**src/rtl/move_entry_conditioner.sv**
```systemverilog
// Input conditioner for the tic-tac-toe game FSM. It synchronizes the move switches and both
// buttons, debounces the buttons, and forwards only ENTER presses that carry a legal move (1..9).
module move_entry_conditioner #(
  parameter int unsigned DEBOUNCE_CYCLES = 16
) (
  input  logic       clock,
  input  logic       reset_L,
  input  logic [3:0] hMoveSw,
  input  logic       enterRaw_L,
  input  logic       newGameRaw_L,
  output logic [3:0] hMove,
  output logic       enter_L,
  output logic       newGame_L,
  output logic       badMove
);

  localparam int unsigned CntW = $clog2(DEBOUNCE_CYCLES + 1);
  localparam logic [CntW-1:0] CntMax = CntW'(DEBOUNCE_CYCLES);
  localparam logic [CntW-1:0] CntOne = CntW'(1);

  // Button channel indices into the per-button arrays.
  localparam int unsigned Enter   = 0;
  localparam int unsigned NewGame = 1;

  typedef enum logic [1:0] {
    StUp,
    StDnPend,
    StDown,
    StUpPend
  } db_state_e;

  // Two-flop synchronizers. Buttons idle high, switches idle low.
  logic [3:0] sw_s1_q, sw_s2_q;
  logic [1:0] btn_s1_q, btn_s2_q;

  // Debouncer state per button.
  db_state_e       db_state_q [2];
  db_state_e       db_state_d [2];
  logic [CntW-1:0] db_cnt_q   [2];
  logic [CntW-1:0] db_cnt_d   [2];
  logic [CntW-1:0] cnt_inc    [2];
  logic [1:0]      press_ev;
  logic [1:0]      release_ev;

  // Output registers.
  logic [3:0] hmove_q, hmove_d;
  logic       enter_q, enter_d;
  logic       newgame_q, newgame_d;
  logic       bad_q, bad_d;
  logic       move_legal;

  // Synchronizer flops for all raw inputs.
  always_ff @(posedge clock or negedge reset_L) begin
    if (!reset_L) begin
      sw_s1_q  <= 4'd0;
      sw_s2_q  <= 4'd0;
      btn_s1_q <= 2'b11;
      btn_s2_q <= 2'b11;
    end else begin
      sw_s1_q  <= hMoveSw;
      sw_s2_q  <= sw_s1_q;
      btn_s1_q <= {newGameRaw_L, enterRaw_L};
      btn_s2_q <= btn_s1_q;
    end
  end

  // Debouncer next state: a level flips only after DEBOUNCE_CYCLES consecutive opposite samples.
  always_comb begin
    for (int i = 0; i < 2; i++) begin
      db_state_d[i] = db_state_q[i];
      db_cnt_d[i]   = db_cnt_q[i];
      cnt_inc[i]    = db_cnt_q[i] + CntOne;
      press_ev[i]   = 1'b0;
      release_ev[i] = 1'b0;
      unique case (db_state_q[i])
        StUp: begin
          if (!btn_s2_q[i]) begin
            // A one-cycle debounce settles on the very first opposite sample.
            if (CntOne == CntMax) begin
              db_state_d[i] = StDown;
              press_ev[i]   = 1'b1;
            end else begin
              db_state_d[i] = StDnPend;
              db_cnt_d[i]   = CntOne;
            end
          end
        end
        StDnPend: begin
          if (btn_s2_q[i]) begin
            db_state_d[i] = StUp;
            db_cnt_d[i]   = '0;
          end else if (cnt_inc[i] == CntMax) begin
            db_state_d[i] = StDown;
            db_cnt_d[i]   = '0;
            press_ev[i]   = 1'b1;
          end else begin
            db_cnt_d[i]   = cnt_inc[i];
          end
        end
        StDown: begin
          if (btn_s2_q[i]) begin
            if (CntOne == CntMax) begin
              db_state_d[i] = StUp;
              release_ev[i] = 1'b1;
            end else begin
              db_state_d[i] = StUpPend;
              db_cnt_d[i]   = CntOne;
            end
          end
        end
        StUpPend: begin
          if (!btn_s2_q[i]) begin
            db_state_d[i] = StDown;
            db_cnt_d[i]   = '0;
          end else if (cnt_inc[i] == CntMax) begin
            db_state_d[i] = StUp;
            db_cnt_d[i]   = '0;
            release_ev[i] = 1'b1;
          end else begin
            db_cnt_d[i]   = cnt_inc[i];
          end
        end
        default: begin
          db_state_d[i] = StUp;
          db_cnt_d[i]   = '0;
        end
      endcase
    end
  end

  // Debouncer state registers.
  always_ff @(posedge clock or negedge reset_L) begin
    if (!reset_L) begin
      for (int i = 0; i < 2; i++) begin
        db_state_q[i] <= StUp;
        db_cnt_q[i]   <= '0;
      end
    end else begin
      for (int i = 0; i < 2; i++) begin
        db_state_q[i] <= db_state_d[i];
        db_cnt_q[i]   <= db_cnt_d[i];
      end
    end
  end

  assign move_legal = (sw_s2_q != 4'd0) && (sw_s2_q <= 4'd9);

  // Output next state: ENTER is qualified by the move value, NEW GAME passes straight through.
  always_comb begin
    hmove_d = hmove_q;
    enter_d = enter_q;
    bad_d   = bad_q;
    if (press_ev[Enter]) begin
      if (move_legal) begin
        hmove_d = sw_s2_q;
        bad_d   = 1'b0;
        enter_d = 1'b0;
      end else begin
        // Illegal move: swallow the whole press so the game FSM never sees it.
        bad_d   = 1'b1;
      end
    end else if (release_ev[Enter]) begin
      enter_d = 1'b1;
    end
    newgame_d = !(db_state_d[NewGame] inside {StDown, StUpPend});
  end

  // Output registers.
  always_ff @(posedge clock or negedge reset_L) begin
    if (!reset_L) begin
      hmove_q   <= 4'd0;
      enter_q   <= 1'b1;
      newgame_q <= 1'b1;
      bad_q     <= 1'b0;
    end else begin
      hmove_q   <= hmove_d;
      enter_q   <= enter_d;
      newgame_q <= newgame_d;
      bad_q     <= bad_d;
    end
  end

  assign hMove     = hmove_q;
  assign enter_L   = enter_q;
  assign newGame_L = newgame_q;
  assign badMove   = bad_q;

endmodule

```
**config.mk**
```make
export PLATFORM = sky130hd
export DESIGN_NAME = move_entry_conditioner
export DESIGN_NICKNAME = d
export VERILOG_FILES = /design/src/rtl/move_entry_conditioner.sv
export SDC_FILE = /design/constraint.sdc
export NUM_CORES = 1
export LEC_CHECK = 0
export ABC_AREA = 1
export CELL_PAD_IN_SITES_DETAIL_PLACEMENT = 0
export CELL_PAD_IN_SITES_GLOBAL_PLACEMENT = 1
export CORE_ASPECT_RATIO = 1.1
export CORE_MARGIN = 2
export CORE_UTILIZATION = 35
export DETAILED_ROUTE_END_ITERATION = 10
export HOLD_SLACK_MARGIN = 0.02
export MAX_ROUTING_LAYER = met4
export PLACE_DENSITY_LB_ADDON = 0.1
export SYNTH_ARGS = -nofsm -noshare
export SYNTH_HDL_FRONTEND = slang
export SYNTH_SLANG_ARGS = --single-unit
```
**constraint.sdc**
```tcl
create_clock -name clock -period 1.4 [get_ports clock]
set_input_delay 0.21 -clock clock [delete_from_list [all_inputs] [get_ports clock]]
set_output_delay 0.21 -clock clock [all_outputs]
set_load 0.01 [all_outputs]
```
==> results.ini, run 1 <==
[status]
status=complete, but fails checks
failed_checks=setup timing

[layout]
register_area_um2=833
syn_to_final_growth_pct=28.0
nets=182
insertedDiodeCount=0
drive_gt1_share_pct=32.9
utilization_pct=47.0
multi_input_area_um2=603
fill_cells=398
finalNonFillerCells=225

[logic_synthesis]
syn_area_mm2=0.00148
synth_nets=155
synth_top_area_share_pct=45.7
synth.distinct_cells=27
syn_avg_cell_area_um2=10.2
yosys_register_bits=33
synthTopCellsByArea=dfrtp_1 46%, dfstp_2 11%, nand2_1 8.1%
synth_warnings=0
synth_largest_area_cell=dfrtp_1
syn_inst=145
ys_seq_area_share_pct=56.3

[setup_path]
crit_slowest_cell=dfrtp_1
cp_slowest_stage_delay_ps=390
r2r_end=hMove[1]$_DFFE_PN0P_
cp-startpoint=db_cnt_q[6]$_DFFE_PN0P_
required_ps=1580
cp-start-kind=flip-flop
r2r_slack_ps=-0.9
criticalPathCategory=flip-flop to flip-flop
crit_end=hMove[1]$_DFFE_PN0P_
crit_arrival_ps=1580
cp_max_fo=7
crit_path_end_kind=flip-flop
critical_path.most_common_cell=nand2_1
reg2reg_from=db_cnt_q[6]$_DFFE_PN0P_
worstRegToRegCells=9
path_cells=ha_2 -> nand3_1 -> nand2_1 -> nand2_2 -> inv_2 -> nor2_8 -> nand3_4 -> nand2_1 -> nand2_1

[die]
fp.coreArea_mm2=0.00402
die-area_mm2=0.00476
fp-row-count=24
io-pin-count=15
die_y_um=72.2
start_util_pct=36.8
die_x_um=66.0

[power_and_ir_drop]
switchingPower_w=0.000721
pwr-share-clk_pct=36.3
p_comb_share_pct=19.6
ir_drop_mv=0.627
p_total_w=0.00254
p_per_area_mw_per_mm2=1340
switching_share_pct=28.4
power.internal_w=0.00181
pwr-share-seq_pct=44.2
leakage_nw=0.956

[grt]
grt_overflow_total=0
grt_antenna_before_repair=0
grt_usage_pct=13.5
grt_max_degree=34
grt_pass1_vias=1062
grt_pass1_wl_um=4620

[sta]
rsz0062_at_grt=yes
achievable-frequency_mhz=714
postLayoutSetupSlackWorst_ps=-0.933
worstMarginPinSlew_ps=287
maxSlewHeadroom_pct=80.8
fin_crit_ps=1400
maxSlewViolCount=0
fin_worst_skew_ps=7.84
hold_viol_final=0
min_period_over_period_pct=100
setup_viol=1

[routing]
drt_first_pass_iters=4
wirelength_um=2570
vias_per_cell=4.65
postRouteAntennaNets=0
drt_iter0_drc=56
vias=1046
avgRoutedWirePerCell_um=11.4
drc_errors=0

[clock_network]
cts_buffer_depth=2
clock-sinks=33
cts_buffers=5
clk_pin_slew_ps=70
root_buffer=clkbuf_8
cts_tree=built
postCtsHoldBufs=0
htree_num_levels=2
worstSkewPairLatency_ps=280

[placement]
numPortBuffers=14
place_hpwl_um=1770
place_congestion=0.749
dp.cells=214

[run]
maxCapViolCount=0

[hold_path]
min_path_type=primary input to async pin

-- cells by family (layout without fill, tap and decap cells) --
logic type | Yosys count | count (layout) | synth area share [%]
and+or+nand+nor | 75 | 75 | 28.5
DFF | 33 | 33 | 56.3
buffers and inverters | 18 | 46 | 4.82
AOI/OAI and AO/OA | 14 | 14 | 6.35
xor gates and xnor gates | 3 | 3 | 2.28
adders and majority gates | 2 | 2 | 1.69
-- synthesized netlist by cell type, drive strengths merged --
library cell	number
nand2	38
dfrtp	27
inv	17
nand3	14
nor2	14
o21ai	9
nand4	8
dfstp	6
xor2	3
a21oi	2
ha	2
a22o	1
buf	1
o22ai	1
o31ai	1
or2	1
-- power by group through the flow --
| stage | registers, W | clock network, W | logic (W) |
|---|---|---|---|
| floorplan | 0.00113 | 0 | 0.000344 |
| CTS | 0.00112 | 0.000955 | 0.000492 |
| detailed placement | 0.00113 | 0 | 0.000488 |
| global route | 0.00113 | 0.00101 | 0.000558 |
| finish | 0.00112 | 0.000920 | 0.000496 |
| global placement | 0.00113 | 0 | 0.000484 |
-- area by class of cell --
cell class | count | share of cell area, %
Inverter | 17 | 3.37
Clock inverter | 1 | 1.59
Timing Repair Buffer | 21 | 11.2
Tap cell | 52 | 3.44
Sequential cell | 33 | 44.0
Clock buffer | 7 | 4.56
Multi-Input combinational cell | 94 | 31.9
-- critical path: cells and delay by family (launching register included) --
kind,cells,cell delay [ps]
simple gates,7,630
flops,1,390
fa+ha+maj,1,210
buf+inv,1,60
-- per-layer routing --
layer,share of wire [%],global-route usage (%),vias up
met1,42,15.3,493
li1,-,-,524
met3,5.4,5.27,6
met5,0,-,-
met2,50,20.9,23
met4,2.3,6.58,0
-- worst min path at each step --
stage | to | cells past startpoint | start | slack (ps)
2_1_floorplan | async pin | 0 | reset_L | -90
3_3_place_gp | sw_s2_q[0]$_DFF_PN0_ | 0 | sw_s1_q[0]$_DFF_PN0_ | 330
3_5_place_dp | sw_s2_q[0]$_DFF_PN0_ | 0 | sw_s1_q[0]$_DFF_PN0_ | 340
4_1_cts | db_cnt_q[8]$_DFFE_PN0P_ | 2 | reset_L | 280
5_1_grt | db_cnt_q[9]$_DFFE_PN0P_ | 2 | reset_L | 290
6_report | db_cnt_q[8]$_DFFE_PN0P_ | 2 | reset_L | 280
-- metrics by stage --
stage,setup WS (ps),TNS [ps],cell area [um2],hold slack (ps)
after CTS,8.02,0,1830,283
final,-0.933,-0.933,1890,284
after global routing,-107,-600,1890,295
after floorplan,10.6,0,1480,-85.6
after global placement,33.9,0,1720,334
after detailed placement,-9.77,-13.6,1720,336
-- sequential cells by signal, indices dropped and copies added, names as in the netlist, named ones only --
signal and flops:
newGame_L 1, enter_L 1, db_state_q 3, badMove 1, db_cnt_q 10, btn_s1_q 2, sw_s1_q 4, hMove 4
sw_s2_q 4, btn_s2_q 2
-- repair_timing --
action                                  4_1_cts  5_1_grt
resized for setup                             4       12
buffers inserted                              0        3
pin swaps                                     1        9
endpoints found under the setup margin        7       14
-- placed cells by master, fill, tap and decap left out --
master            n
nand3_1           9
xor2_2            1
inv_2             8
o31ai_2           1
nand4_2           1
or2_4             1
bufinv_16         1
inv_1             9
o21ai_0           1
o22ai_1           1
nand2_2          10
o21ai_2           1
nand4_1           7
nor2_8            1
nand3_4           3
clkbuf_8          6
a22o_1            1
a21oi_4           1
dlymetal6s2s_1    4
clkbuf_1          1
nand3_2           2
nand2_1          28
buf_4             6
a21oi_1           1
buf_12            1
dlygate4sd2_1     3
nor2_1            8
dfrtp_1          27
xor2_1            2
nor2_4            2
nor2_2            3
o21ai_1           7
clkdlybuf4s50_1   7
dfstp_2           6
ha_2              2
No activity file was read; power rests on OpenSTA's default activity.
==> inputs of run 2 (changes only) <==
--- a/config.mk
+++ b/config.mk
@@ -9,7 +9,6 @@
 export CELL_PAD_IN_SITES_DETAIL_PLACEMENT = 0
 export CELL_PAD_IN_SITES_GLOBAL_PLACEMENT = 1
 export CORE_ASPECT_RATIO = 1.1
-export CORE_MARGIN = 2
 export CORE_UTILIZATION = 35
 export DETAILED_ROUTE_END_ITERATION = 10
 export HOLD_SLACK_MARGIN = 0.02
==> run 2 against run 1 <==
  * Via count decreased by 2.6%
  * Cell count decreased by 0.44%
  * Critical endpoint is now hMove[2]$_DFFE_PN0P_
  * The flow now finishes without violations
  * Highest routed layer unchanged
  * Core utilization increased by 0.51 points
  * Die area decreased by 5.7%
  * Non-clock buffer count decreased by 1
  * Largest power group unchanged
  * Routed wire length decreased by 3.5%
==> results.ini, run 2 (same netlist as run 1, synthesis figures left out) <==
[clock_network]
cts_tree=built
postCtsHoldBufs=0
htree_num_levels=2
clock-sinks=33
worstSkewPairLatency_ps=280
clk_pin_slew_ps=70
root_buffer=clkbuf_8
cts_buffers=5
cts_buffer_depth=2

[layout]
nets=181
layout_commonest_cell=nand2_1
layout_common_cells=30 x nand2_1, 26 x dfrtp_1, 9 x inv_1
fill_cells=383
largest_register=db_cnt_q
utilization_pct=47.6
insertedDiodeCount=0
drive_gt1_share_pct=33.1
final_area_mm2=0.00190
syn_to_final_growth_pct=28.4
largest_reg_flops=10

[power_and_ir_drop]
pwr-share-seq_pct=44.7
leakage_nw=0.962
switchingPower_w=0.000745
p_per_area_mw_per_mm2=1330
p_comb_share_pct=20.4
switching_share_pct=29.5
p_total_w=0.00253
pwr-share-clk_pct=34.9
ir_drop_mv=0.775
power.internal_w=0.00178

[die]
die_x_um=64.0
die-area_mm2=0.00449
fp.coreArea_mm2=0.00399
start_util_pct=37.0
fp-row-count=24
die_y_um=70.2
io-pin-count=15

[placement]
post_dp_cell_area_mm2=0.00172
place_congestion=0.784
place_hpwl_um=1650
pre_cts_slack_ps=-11.0
numPortBuffers=14

[sta]
min_period_over_period_pct=97.5
postLayoutSetupSlackWorst_ps=34.8
hold_viol_final=0
maxSlewViolCount=0
setup_viol=0
fin_crit_ps=1370
fin_setup_tns_ps=0
fin_worst_skew_ps=2.34
worstMarginPinSlew_ps=205
rsz0062_at_grt=yes
achievable-frequency_mhz=732
maxSlewHeadroom_pct=86.2

[grt]
grt_antenna_before_repair=0
grt_pass1_wl_um=4320
grt_max_degree=34
grt_overflow_total=0
grt_pass1_vias=1016
grt_usage_pct=12.8

[setup_path]
criticalPathCategory=flip-flop to flip-flop
cp_slowest_stage_delay_ps=410
worstRegToRegCells=8
crit_family=simple AND/OR/NAND/NOR gates
critPathBufInv=1
critical_path_cell_count=8
cp-startpoint=db_cnt_q[6]$_DFFE_PN0P_
cp_max_fo=7
path_cells=ha_4 -> nand2_1 -> inv_2 -> nand3_4 -> nor2_8 -> nand3_4 -> nand2_2 -> nand2_1
crit_path_end_kind=flip-flop
reg2reg_from=db_cnt_q[6]$_DFFE_PN0P_
crit_slowest_cell=dfrtp_1
crit_arrival_ps=1540
cp-start-kind=flip-flop
required_ps=1570

[routing]
wirelength_um=2480
vias=1019
drt_iter0_drc=54
drt_first_pass_iters=4
avgRoutedWirePerCell_um=11.1
drc_errors=0
postRouteAntennaNets=0
vias_per_cell=4.55

[status]
status=finished clean

[hold_path]
min_path_type=primary input to async pin

[run]
maxCapViolCount=0

[run 2: cell count changes in the layout (fill, tap and decap cells not counted), sizes merged]
cell,delta
clkinvlp,+1
buf,-1
clkinv,+1
clkbuf,-2
dlymetal6s2s,+1
dlygate4sd2,-1
[run 2: path summary, 6_finish.rpt]
kind	endpoint	slack [ps]
min in group clock	btn_s1_q[0]$_DFF_PN1_	330
max in group asynchronous	btn_s1_q[1]$_DFF_PN1_	860
min reg2reg	sw_s2_q[0]$_DFF_PN0_	350
max reg2reg	hMove[2]$_DFFE_PN0P_	30
min	db_cnt_q[8]$_DFFE_PN0P_	300
max	hMove[2]$_DFFE_PN0P_	30
[run 2: what timing repair did]
item / CTS / global route
endpoints found under the setup margin: 6 / 15
gates resized for setup: 3 / 15
pin swaps: 0 / 9
buffers inserted: 0 / 2
[run 2: metrics by stage]
stage / cells / hold WS [ps]
6_report: 224 / 302
2_1_floorplan: 145 / -85.6
3_3_place_gp: 214 / 333
4_1_cts: 222 / 308
3_5_place_dp: 214 / 342
5_1_grt: 224 / 313
[run 2: final cells by class]
cell class | instances | area (um2) | area share, %
Clock inverter | 3 | 46.3 | 2.44
Inverter | 17 | 63.8 | 3.36
Multi-Input combinational cell | 94 | 606 | 31.9
Sequential cell | 33 | 835 | 43.9
Clock buffer | 5 | 68.8 | 3.62
Timing Repair Buffer | 20 | 215 | 11.3
Tap cell | 52 | 65.1 | 3.43
[run 2: power groups by stage]
| stage | combinational (W) | clock (W) | sequential (W) |
|---|---|---|---|
| after floorplan | 0.000344 | 0 | 0.00113 |
| after global placement | 0.000484 | 0 | 0.00113 |
| after detailed placement | 0.000487 | 0 | 0.00113 |
| after CTS | 0.000498 | 0.000923 | 0.00112 |
| after global routing | 0.000587 | 0.000954 | 0.00114 |
| final | 0.000515 | 0.000883 | 0.00113 |
[run 2: per-layer routing]
metal,track usage [%],part of all wire [%],wire length (um),vias to the layer above
met4,6.06,1.9,48,0
met5,-,0,0,-
met2,19.7,47,1180,19
met1,15.5,46,1150,472
li1,-,-,-,521
met3,3.43,4.0,100,7
[run 2: worst reg2reg max path, cell delays in order (launching register included)]
cell	delay (ps)
dfrtp_1	410
ha_4	180
nand2_1	60
inv_2	90
nand3_4	100
nor2_8	180
nand3_4	110
nand2_2	80
nand2_1	50
